File: config.mk
export PLATFORM = sky130hd
export DESIGN_NAME = block_serializer_flat
export DESIGN_NICKNAME = d
export VERILOG_FILES = /design/src/rtl/block_serializer_if.sv /design/src/rtl/block_serializer.sv /design/src/flat_wrapper.sv
export SDC_FILE = /design/constraint.sdc
export NUM_CORES = 2
export LEC_CHECK = 0
export BUFFER_PORTS_ARGS = -buffer_cell sky130_fd_sc_hd__buf_4
export CORE_MARGIN = 2
export CORE_UTILIZATION = 55
export DETAILED_ROUTE_END_ITERATION = 7
export PLACE_DENSITY = 0.76
export REMOVE_ABC_BUFFERS = 1
export SLEW_MARGIN = 30
export SYNTH_ARGS = -nofsm -noshare
export SYNTH_HDL_FRONTEND = slang
export SYNTH_SLANG_ARGS = --single-unit
File: constraint.sdc
create_clock -name clk -period 4.6 [get_ports clk]
set_input_delay 0.23 -clock clk [delete_from_list [all_inputs] [get_ports clk]]
set_output_delay 0.23 -clock clk [all_outputs]
set_load 0.01 [all_outputs]
File: src/rtl/block_serializer_if.sv
// block_serializer_if
// Groups the block-input handshake and the serial bit-stream handshake of the
// JPEG block serializer.
//   table_value : 64 x 8-bit coefficients, raster index k at [8k+7:8k]
//   s_valid     : table_value valid (producer -> serializer)
//   s_ready     : serializer can accept a block
//   bit_out     : current stream bit
//   bit_valid   : bit_out valid
//   bit_ready   : sink accepts the current bit
// Modports: master = block producer / bit sink side, slave = serializer side.
interface block_serializer_if #(
   parameter int TABLE_SIZE  = 64,
   parameter int COEFF_WIDTH = 8
);
   logic [TABLE_SIZE*COEFF_WIDTH-1:0] table_value;
   logic                              s_valid;
   logic                              s_ready;
   logic                              bit_out;
   logic                              bit_valid;
   logic                              bit_ready;

   modport master (
      output table_value,
      output s_valid,
      input  s_ready,
      input  bit_out,
      input  bit_valid,
      output bit_ready
   );

   modport slave (
      input  table_value,
      input  s_valid,
      output s_ready,
      output bit_out,
      output bit_valid,
      input  bit_ready
   );
endinterface

File: src/rtl/block_serializer.sv
// block_serializer
// Takes one 8x8 block of quantized coefficients, walks it in JPEG zigzag
// order, run-length codes the zero runs and streams (run, coefficient)
// symbols out one bit per handshake: 4-bit run then 8-bit coefficient, MSB
// first. Every block ends with an EOB symbol (0,0); 16-zero runs become ZRL
// symbols (15,0).
// Ports:
//   clk        : clock, rising edge
//   rst        : asynchronous active-low reset
//   bus        : block_serializer_if.slave (block input + bit stream)
//   block_done : one-cycle pulse after the last EOB bit is accepted
//   busy       : a block is in progress
module block_serializer #(
   parameter int TABLE_SIZE  = 64,
   parameter int COEFF_WIDTH = 8,
   parameter int RUN_WIDTH   = 4
) (
   input  logic                clk,
   input  logic                rst,
   block_serializer_if.slave   bus,
   output logic                block_done,
   output logic                busy
);

   localparam int SYM_WIDTH = RUN_WIDTH + COEFF_WIDTH;

   // Raster index of each zigzag position.
   localparam int ZZ [64] = '{
       0,  1,  8, 16,  9,  2,  3, 10, 17, 24, 32, 25, 18, 11,  4,  5,
      12, 19, 26, 33, 40, 48, 41, 34, 27, 20, 13,  6,  7, 14, 21, 28,
      35, 42, 49, 56, 57, 50, 43, 36, 29, 22, 15, 23, 30, 37, 44, 51,
      58, 59, 52, 45, 38, 31, 39, 46, 53, 60, 61, 54, 47, 55, 62, 63
   };

   typedef enum logic [1:0] {IDLE, LOAD, SCAN, EMIT} state_t;

   state_t                              state;
   state_t                              state_next;

   logic [TABLE_SIZE*COEFF_WIDTH-1:0]   table_q;
   logic [COEFF_WIDTH-1:0]              zz_q [TABLE_SIZE];
   logic [TABLE_SIZE-1:0]               nz_mask;
   logic [5:0]                          last_nz_c;
   logic                                any_nz_q;
   logic [5:0]                          last_nz_q;
   logic [6:0]                          idx_q;
   logic [RUN_WIDTH-1:0]                run_q;
   logic [SYM_WIDTH-1:0]                shreg_q;
   logic [3:0]                          bit_cnt_q;
   logic                                eob_q;
   logic                                done_q;
   logic                                ready_q;

   logic                                accept_in;
   logic                                bit_take;
   logic                                sym_end;
   logic [COEFF_WIDTH-1:0]              coef_c;
   logic                                scan_eob;
   logic                                scan_emit;

   assign accept_in = (state == IDLE) && ready_q && bus.s_valid;
   assign bit_take  = (state == EMIT) && bus.bit_ready;
   assign sym_end   = bit_take && (bit_cnt_q == 4'd11);
   // idx_q can reach 64; scan_eob covers that case before coef_c is used.
   assign coef_c    = zz_q[idx_q[5:0]];
   assign scan_eob  = !any_nz_q || (idx_q > {1'b0, last_nz_q});
   assign scan_emit = scan_eob || (coef_c != '0) || (run_q == '1);

   // Nonzero mask in zigzag order and the highest nonzero zigzag position,
   // both derived from the latched raster table during LOAD.
   always_comb begin
      nz_mask   = '0;
      last_nz_c = '0;
      for (int k = 0; k < TABLE_SIZE; k++) begin
         nz_mask[k] = |table_q[ZZ[k]*COEFF_WIDTH +: COEFF_WIDTH];
         if (nz_mask[k]) begin
            last_nz_c = 6'(k);
         end
      end
   end

   // State register.
   always_ff @(posedge clk or negedge rst) begin
      if (!rst) begin
         state <= IDLE;
      end else begin
         state <= state_next;
      end
   end

   // Next-state logic and handshake outputs. All outputs come straight from
   // registers or the state register, so they are glitch-free and hold while
   // the sink stalls.
   always_comb begin
      state_next    = state;
      bus.s_ready   = ready_q;
      bus.bit_out   = shreg_q[SYM_WIDTH-1];
      bus.bit_valid = (state == EMIT);
      busy          = (state != IDLE);
      block_done    = done_q;
      case (state)
         IDLE: if (accept_in) state_next = LOAD;
         LOAD: state_next = SCAN;
         SCAN: if (scan_emit) state_next = EMIT;
         EMIT: if (sym_end) state_next = eob_q ? IDLE : SCAN;
         default: state_next = IDLE;
      endcase
   end

   // Datapath: block latch, zigzag reorder, run counting and the symbol
   // shift register. s_ready is registered from the next state so it is low
   // throughout reset and rises on the first clock after release, and again
   // in the same cycle as block_done.
   always_ff @(posedge clk or negedge rst) begin
      if (!rst) begin
         table_q   <= '0;
         for (int k = 0; k < TABLE_SIZE; k++) zz_q[k] <= '0;
         any_nz_q  <= 1'b0;
         last_nz_q <= '0;
         idx_q     <= '0;
         run_q     <= '0;
         shreg_q   <= '0;
         bit_cnt_q <= '0;
         eob_q     <= 1'b0;
         done_q    <= 1'b0;
         ready_q   <= 1'b0;
      end else begin
         ready_q <= (state_next == IDLE);
         done_q  <= sym_end && eob_q;
         case (state)
            IDLE: begin
               if (accept_in) begin
                  table_q <= bus.table_value;
                  run_q   <= '0;
                  idx_q   <= '0;
                  eob_q   <= 1'b0;
               end
            end
            LOAD: begin
               for (int k = 0; k < TABLE_SIZE; k++) begin
                  zz_q[k] <= table_q[ZZ[k]*COEFF_WIDTH +: COEFF_WIDTH];
               end
               any_nz_q  <= |nz_mask;
               last_nz_q <= last_nz_c;
            end
            SCAN: begin
               bit_cnt_q <= '0;
               if (scan_eob) begin
                  shreg_q <= '0;
                  eob_q   <= 1'b1;
               end else if (coef_c != '0) begin
                  shreg_q <= {run_q, coef_c};
                  run_q   <= '0;
               end else if (run_q == '1) begin
                  // ZRL: the current zero is the 16th of the run.
                  shreg_q <= {{RUN_WIDTH{1'b1}}, {COEFF_WIDTH{1'b0}}};
                  run_q   <= '0;
               end else begin
                  run_q <= run_q + 1'b1;
                  idx_q <= idx_q + 7'd1;
               end
            end
            EMIT: begin
               if (bit_take) begin
                  shreg_q   <= {shreg_q[SYM_WIDTH-2:0], 1'b0};
                  bit_cnt_q <= bit_cnt_q + 4'd1;
                  if (sym_end && !eob_q) begin
                     idx_q <= idx_q + 7'd1;
                  end
               end
            end
            default: ;
         endcase
      end
   end

endmodule

File: src/flat_wrapper.sv
// flat-port wrapper written by rule: the top's interface ports become plain ports
module block_serializer_flat 
#(
   parameter int TABLE_SIZE  = 64,
   parameter int COEFF_WIDTH = 8,
   parameter int RUN_WIDTH   = 4
)
  (clk, rst, block_done, busy, bus_table_value, bus_s_valid, bus_s_ready, bus_bit_out, bus_bit_valid, bus_bit_ready);
  block_serializer_if #(.TABLE_SIZE(TABLE_SIZE), .COEFF_WIDTH(COEFF_WIDTH)) bus_i ();
  input  logic clk;
  input  logic rst;
  output logic block_done;
  output logic busy;
  input wire logic [$bits(bus_i.table_value)-1:0] bus_table_value;
  input wire logic [$bits(bus_i.s_valid)-1:0] bus_s_valid;
  output wire logic [$bits(bus_i.s_ready)-1:0] bus_s_ready;
  output wire logic [$bits(bus_i.bit_out)-1:0] bus_bit_out;
  output wire logic [$bits(bus_i.bit_valid)-1:0] bus_bit_valid;
  input wire logic [$bits(bus_i.bit_ready)-1:0] bus_bit_ready;
  assign bus_i.table_value = bus_table_value;
  assign bus_i.s_valid = bus_s_valid;
  assign bus_s_ready = bus_i.s_ready;
  assign bus_bit_out = bus_i.bit_out;
  assign bus_bit_valid = bus_i.bit_valid;
  assign bus_i.bit_ready = bus_bit_ready;
  block_serializer #(.TABLE_SIZE(TABLE_SIZE), .COEFF_WIDTH(COEFF_WIDTH), .RUN_WIDTH(RUN_WIDTH)) u_core (.clk(clk), .rst(rst), .bus(bus_i), .block_done(block_done), .busy(busy));
endmodule
## Word level (Yosys, flattened, before mapping)

Cells that the tools add are included.

| storage, ports and cells | value |
|---|---|
| word-level logic and storage cells | 275 |
| output and inout port bits | 5 |
| input port bits | 516 |
| register bits | 1063 |

| cells by class | value |
|---|---|
| eq/ne operators | 13 |
| bitwise gates (word level) | 1 |
| order comparisons | 2 |
| reduce and logical (&&, ||, !) cells | 88 |
| muxes and demuxes | 93 |
| add/sub/neg operators | 3 |

Operators by type and width:

| kind | number |
|---|---|
| $reduce_or A512 Y1 | 1 |
| $reduce_or A8 Y1 | 63 |
| $mux W6 | 62 |
| $bmux W8 S6 | 1 |
| $mux W12 | 4 |
| $mux W7 | 6 |
| $pmux W12 S2 | 1 |
| $pmux W7 S3 | 1 |
| $mux W4 | 5 |
| $mux W8 | 2 |
| $pmux W4 S2 | 2 |
| $reduce_and A3 Y1 | 3 |
| $add A4 B1 Y4 const B | 2 |
| $eq A4 B4 Y1 const B | 2 |
| $mux W2 | 4 |
| $ne A2 B1 Y1 const B | 4 |
| $pmux W2 S4 | 1 |
| $reduce_bool A8 Y1 | 1 |
| $add A7 B1 Y7 const B | 1 |
| $ge A7 B7 Y1 const B | 1 |
| $gt A7 B6 Y1 | 1 |
| $not A6 Y7 | 1 |
| $reduce_and A7 Y1 | 1 |
| $logic_and A1 B1 Y1 | 6 |
| 12 further kinds | 24 |

## Depth between registers and ports, before layout

| depth | value |
|---|---|
| depth after elaboration | 64 |
| gate-level depth with buffers | 17 |

## Worst setup path after synthesis

OpenSTA, ideal clock, no wires.

| timing | value |
|---|---|
| kind | reg-to-reg |
| start | reg u_core.idx_q[1] |
| end | reg u_core.idx_q[5] |
| cell stages (with the launch flop) | 13 |
| buffers on the path | 3 |
| required time | 4522 ps |
| arrival | 3229 ps |
| clock period less this slack | 3307 ps |
| slack | 1293 ps |
| setup time | 78 ps |
| cell sequence | dfrtp_1 clkbuf_1 buf_2 clkbuf_1 mux4_2 a221oi_1 o22ai_1 a211oi_1 nand4_1 and4bb_2 a211oi_4 or4_1 a21oi_1 |

| on the way | value |
|---|---|
| cells in the longest elaborated chain, start to end | 7 |

Ends and longest elaborated chain:

| item | RTL line | RTL |
|---|---|---|
| from (decl) | block_serializer.sv:46 | `logic [6:0] idx_q;` |
| from (signal assigned) | block_serializer.sv:160 | `idx_q <= idx_q + 7'd1;` |
| from (signal assigned) | block_serializer.sv:168 | `idx_q <= idx_q + 7'd1;` |
| $not A6 Y7 (not written as such) | block_serializer.sv:65 | `assign coef_c = zz_q[idx_q[5:0]];` |
| $bmux W8 S6 | block_serializer.sv:65 |  |
| $mux W8 (not written as such) (2 in series) | block_serializer.sv:65 |  |
| $reduce_bool A8 Y1 | block_serializer.sv:151 | `end else if (coef_c != '0) begin` |
| $ne A2 B2 Y1 (no line) | n/a |  |
| $reduce_and A7 Y1 (no line) | n/a |  |

Parallel ways exist; a longest one is shown, timed or not. The select of a mux whose other input is x is not followed.
A chain may end at the register's enable or synchronous reset.

## Worst setup path after layout

| timing | value |
|---|---|
| start | reg u_core.idx_q[0] |
| end | reg u_core.idx_q[5] |

The elaborated chain is that of the path after synthesis.

==> impl_metrics.yaml <==
status:
  status: "finished, violations left"
  violations: "design-rule violations"
floorplanning:
  die_w_um: 292
  die_area_um2: 85500
  pin_count: 521
  fp-row-count: 105
  fp.coreArea_um2: 82200
  initial_utilization_pct: 55.6
  die_h_um: 292
sta:
  setup_viol: 0
  min_period_ns: 4.27
  period_share_pct: 92.8
  relSlewSlack_pct: 28.3
  hold_viol_final: 0
  fmax_mhz: 234
  setup-tns-final_ns: 0
  fin_skew_ns: 0.0351
  slew_violations: 0
  hold_ws_ns: 0.197
  fin_ws_ns: 0.329
  rsz0062_at_grt: "no"
  worst_pin_slew_ns: 1.08
routing:
  avgViaCountPerCell: 5.94
  wire_per_inst_um: 24.4
  wirelength_um: 154000
  drc: 3
  dr.first_iter.drc_count: 3629
  vias: 37400
  dr.pass1.iters: 8
  antenna_left: 0
critical_path:
  critPathLaunchType: "flip-flop"
  critPathKind: "reg2reg"
  r2r_cells: 11
  cp_max_fo: 15
  rrSetupSlack_ns: 0.33
  cp_top_family: "compound AO/OA/AOI/OAI gates"
  cp.required_ns: 5.20
  cp_num_buf_inv: 1
  regToRegEndpoint: "u_core.idx_q[5]"
  critical-path-max-stage-delay_ns: 0.66
  rr_startpoint: "u_core.idx_q[0]"
  arrival_ns: 4.87
  crit_chain: "buf_12, mux4_2, a22o_1, a221oi_1, o22ai_1, a211oi_1, nand4_1, and4bb_2, a211oi_4, or4_1, a21oi_1"
  cp_slowest_cell: "dfrtp_4"
  cp-end-kind: "flip-flop"
synth:
  synthMuxAreaShare_pct: 19.0
  synthTopCellsByArea: "dfrtp_1, nand2_1, mux2_2, mux4_2, clkbuf_1"
  synth.top_cell.area_share_pct: 58.1
  ys_seq_area_share_pct: 58.1
  synth_top_family_by_area: "multiplexers"
  ys_warn_count: 0
  synthAdderAreaFrac_pct: 0.246
  synth-main-ff-cell: "dfrtp_1"
  synth_simple_gate_area_share_pct: 17.4
  synthCells: 4142
  avgSynthCellArea_um2: 11.0
  syn_area_um2: 45700
  yosysTopAreaCell: "dfrtp_1"
  synth_xor_area_share_pct: 0
  synth-compound-area-share_pct: 3.06
  synth_edf_count: 0
  ys_types: 58
  synth-seq-cells: 1063
  async_flop_share_pct: 100
place:
  place_area_um2: 50900
  pre_cts_slack_ns: 0.290
  dp_hpwl_um: 98400
  gp_congestion: 0.962
  port_buffers: 520
cts:
  clkTransAtPathRegs_ns: 0.06
  clockBufferDepth: 3
  cts_tree: "done"
  cts-buffers-inserted: 107
  clkSinkCount: 1063
  h-tree-depth: 3
  insertion_delay_ns: 0.70
  cts_root_buf: "clkbuf_16"
finish:
  finalInstanceArea_um2: 59900
  area_growth_pct: 31.0
  fill_cells: 5193
  drive_gt1_share_pct: 26.8
  nets: 5653
global_route:
  track_usage_pct: 35.9
  grt_overflow: 0
  grt_start_max_net_pins: 164
  grt_pass1_vias: 39200
  grt_pass1_wl_um: 232000
  grt_antenna_before_repair: 6
run:
  maxCapViolations: 0
power_and_ir_drop:
  powerDensity_nw_per_um2: 351
  vdd_drop_max_uv: 317
  finalPower_mw: 21.0
  leakage_nw: 31.8
hold_path:
  min-delay-path-class: "in2async"
-- layout make-up --
class                   instances  area [µm²]  share of cell area [%]
clock buffers                 158        3170                    5.29
repair buffers               1104        9910                    16.5
flip-flops and latches       1063       26600                    44.4
clock inverters                44         626                    1.04
diodes                          5        12.5                  0.0209
inverters                      18        67.6                   0.113
multi-input cells            2834       18200                    30.3
well taps                    1070        1340                    2.23
-- registers in the layout, summed over array words and instances (netlist names) --
| signal | count |
|---|---|
| u_core.bus.s_ready | 1 |
| u_core.run_q | 4 |
| u_core.idx_q | 7 |
| u_core.eob_q | 1 |
| u_core.shreg_q | 12 |
| u_core.table_q | 512 |
| u_core.zz_q | 512 |
| u_core.block_done | 1 |
| u_core.last_nz_q | 6 |
| u_core.any_nz_q | 1 |
| u_core.state | 2 |
| u_core.bit_cnt_q | 4 |
-- logic make-up after synthesis --
family	after synthesis
DFF	1063
and+or+nand+nor	1952
buffers and inverters	245
adders and majority gates	9
AOI/OAI and AO/OA	195
muxes	678
-- worst max path at each step --
stage                          from               to  slack [ns]  cells past startpoint
finish              u_core.idx_q[0]  u_core.idx_q[5]        0.33                     11
detailed placement  u_core.idx_q[0]  u_core.idx_q[6]        0.29                     11
floorplan           u_core.state[0]  u_core.any_nz_q      -21.04                      7
global route        u_core.idx_q[0]  u_core.idx_q[5]        0.20                     10
CTS                 u_core.idx_q[0]  u_core.idx_q[5]        0.26                     11
global placement    u_core.idx_q[0]  u_core.idx_q[6]        0.32                     11
-- layout by cell type (no fill, tap or decap), drive strengths merged, types with 6 or more instances in the layout --
cell,count
nand2,1633
dfrtp,1063
buf,590
mux2,514
dlygate4sd3,514
clkbuf,158
nor4,109
mux4,100
nor2,65
mux2i,64
a21oi,36
nand3,33
a22oi,32
nor3,30
or4,30
clkinv,22
inv,22
a22o,21
nand4,18
a221oi,17
a31oi,16
o21ai,15
bufinv,14
o22ai,11
ha,9
and2,8
or3,6
and3,6
nor2b,6
-- where the power goes --
group	total (mW)	switching [mW]	internal, mW
Clock	9.40	3.83	5.57
Combinational	2.04	1.02	1.02
Sequential	9.56	0.110	9.45
-- metrics by stage --
stage	cells	util, %
2_1_floorplan	3915	-
3_3_place_gp	5574	61.9
3_5_place_dp	5574	61.9
4_1_cts	6290	72.8
5_1_grt	6296	72.9
6_report	6296	72.9
-- worst reg2reg max path: stages (launching register included) --
cell and delay, ns:
dfrtp_4 0.66, buf_12 0.25, mux4_2 0.57, a22o_1 0.27
a221oi_1 0.46, o22ai_1 0.26, a211oi_1 0.35, nand4_1 0.20
and4bb_2 0.42, a211oi_4 0.12, or4_1 0.49, a21oi_1 0.15
-- what timing repair did --
item	in CTS	in global routing
setup buffers	0	1
hold endpoints to repair	607	0
gates resized for setup	0	1
setup endpoints to repair	0	6
hold buffers	514	0
-- Yosys cell counts (7+ instances only) --
library cell  count
nor2_1           65
buf_1             7
clkbuf_1        189
ha_1              9
mux2i_1          64
nand4_1          18
a22oi_1          32
a221oi_1         15
inv_1            17
nor4_1          109
a31oi_1          16
o21ai_0          15
dfrtp_1        1063
or4_1            30
nor3_1           30
a21oi_1          36
nand2_1        1633
and2_1            7
o22ai_1          11
mux2_2          514
mux4_2          100
nand3_1          33
a22o_1           21
buf_2            21
-- per-layer routing --
metal	vias to the layer above	GRT usage (%)	part of all wire, %
met5	-	0	0
met3	625	8.13	8.4
li1	16100	-	-
met4	0	21.4	6.9
met2	2053	56.8	47
met1	18700	45.7	38
Note: power is estimated with default switching activity, not from simulation.
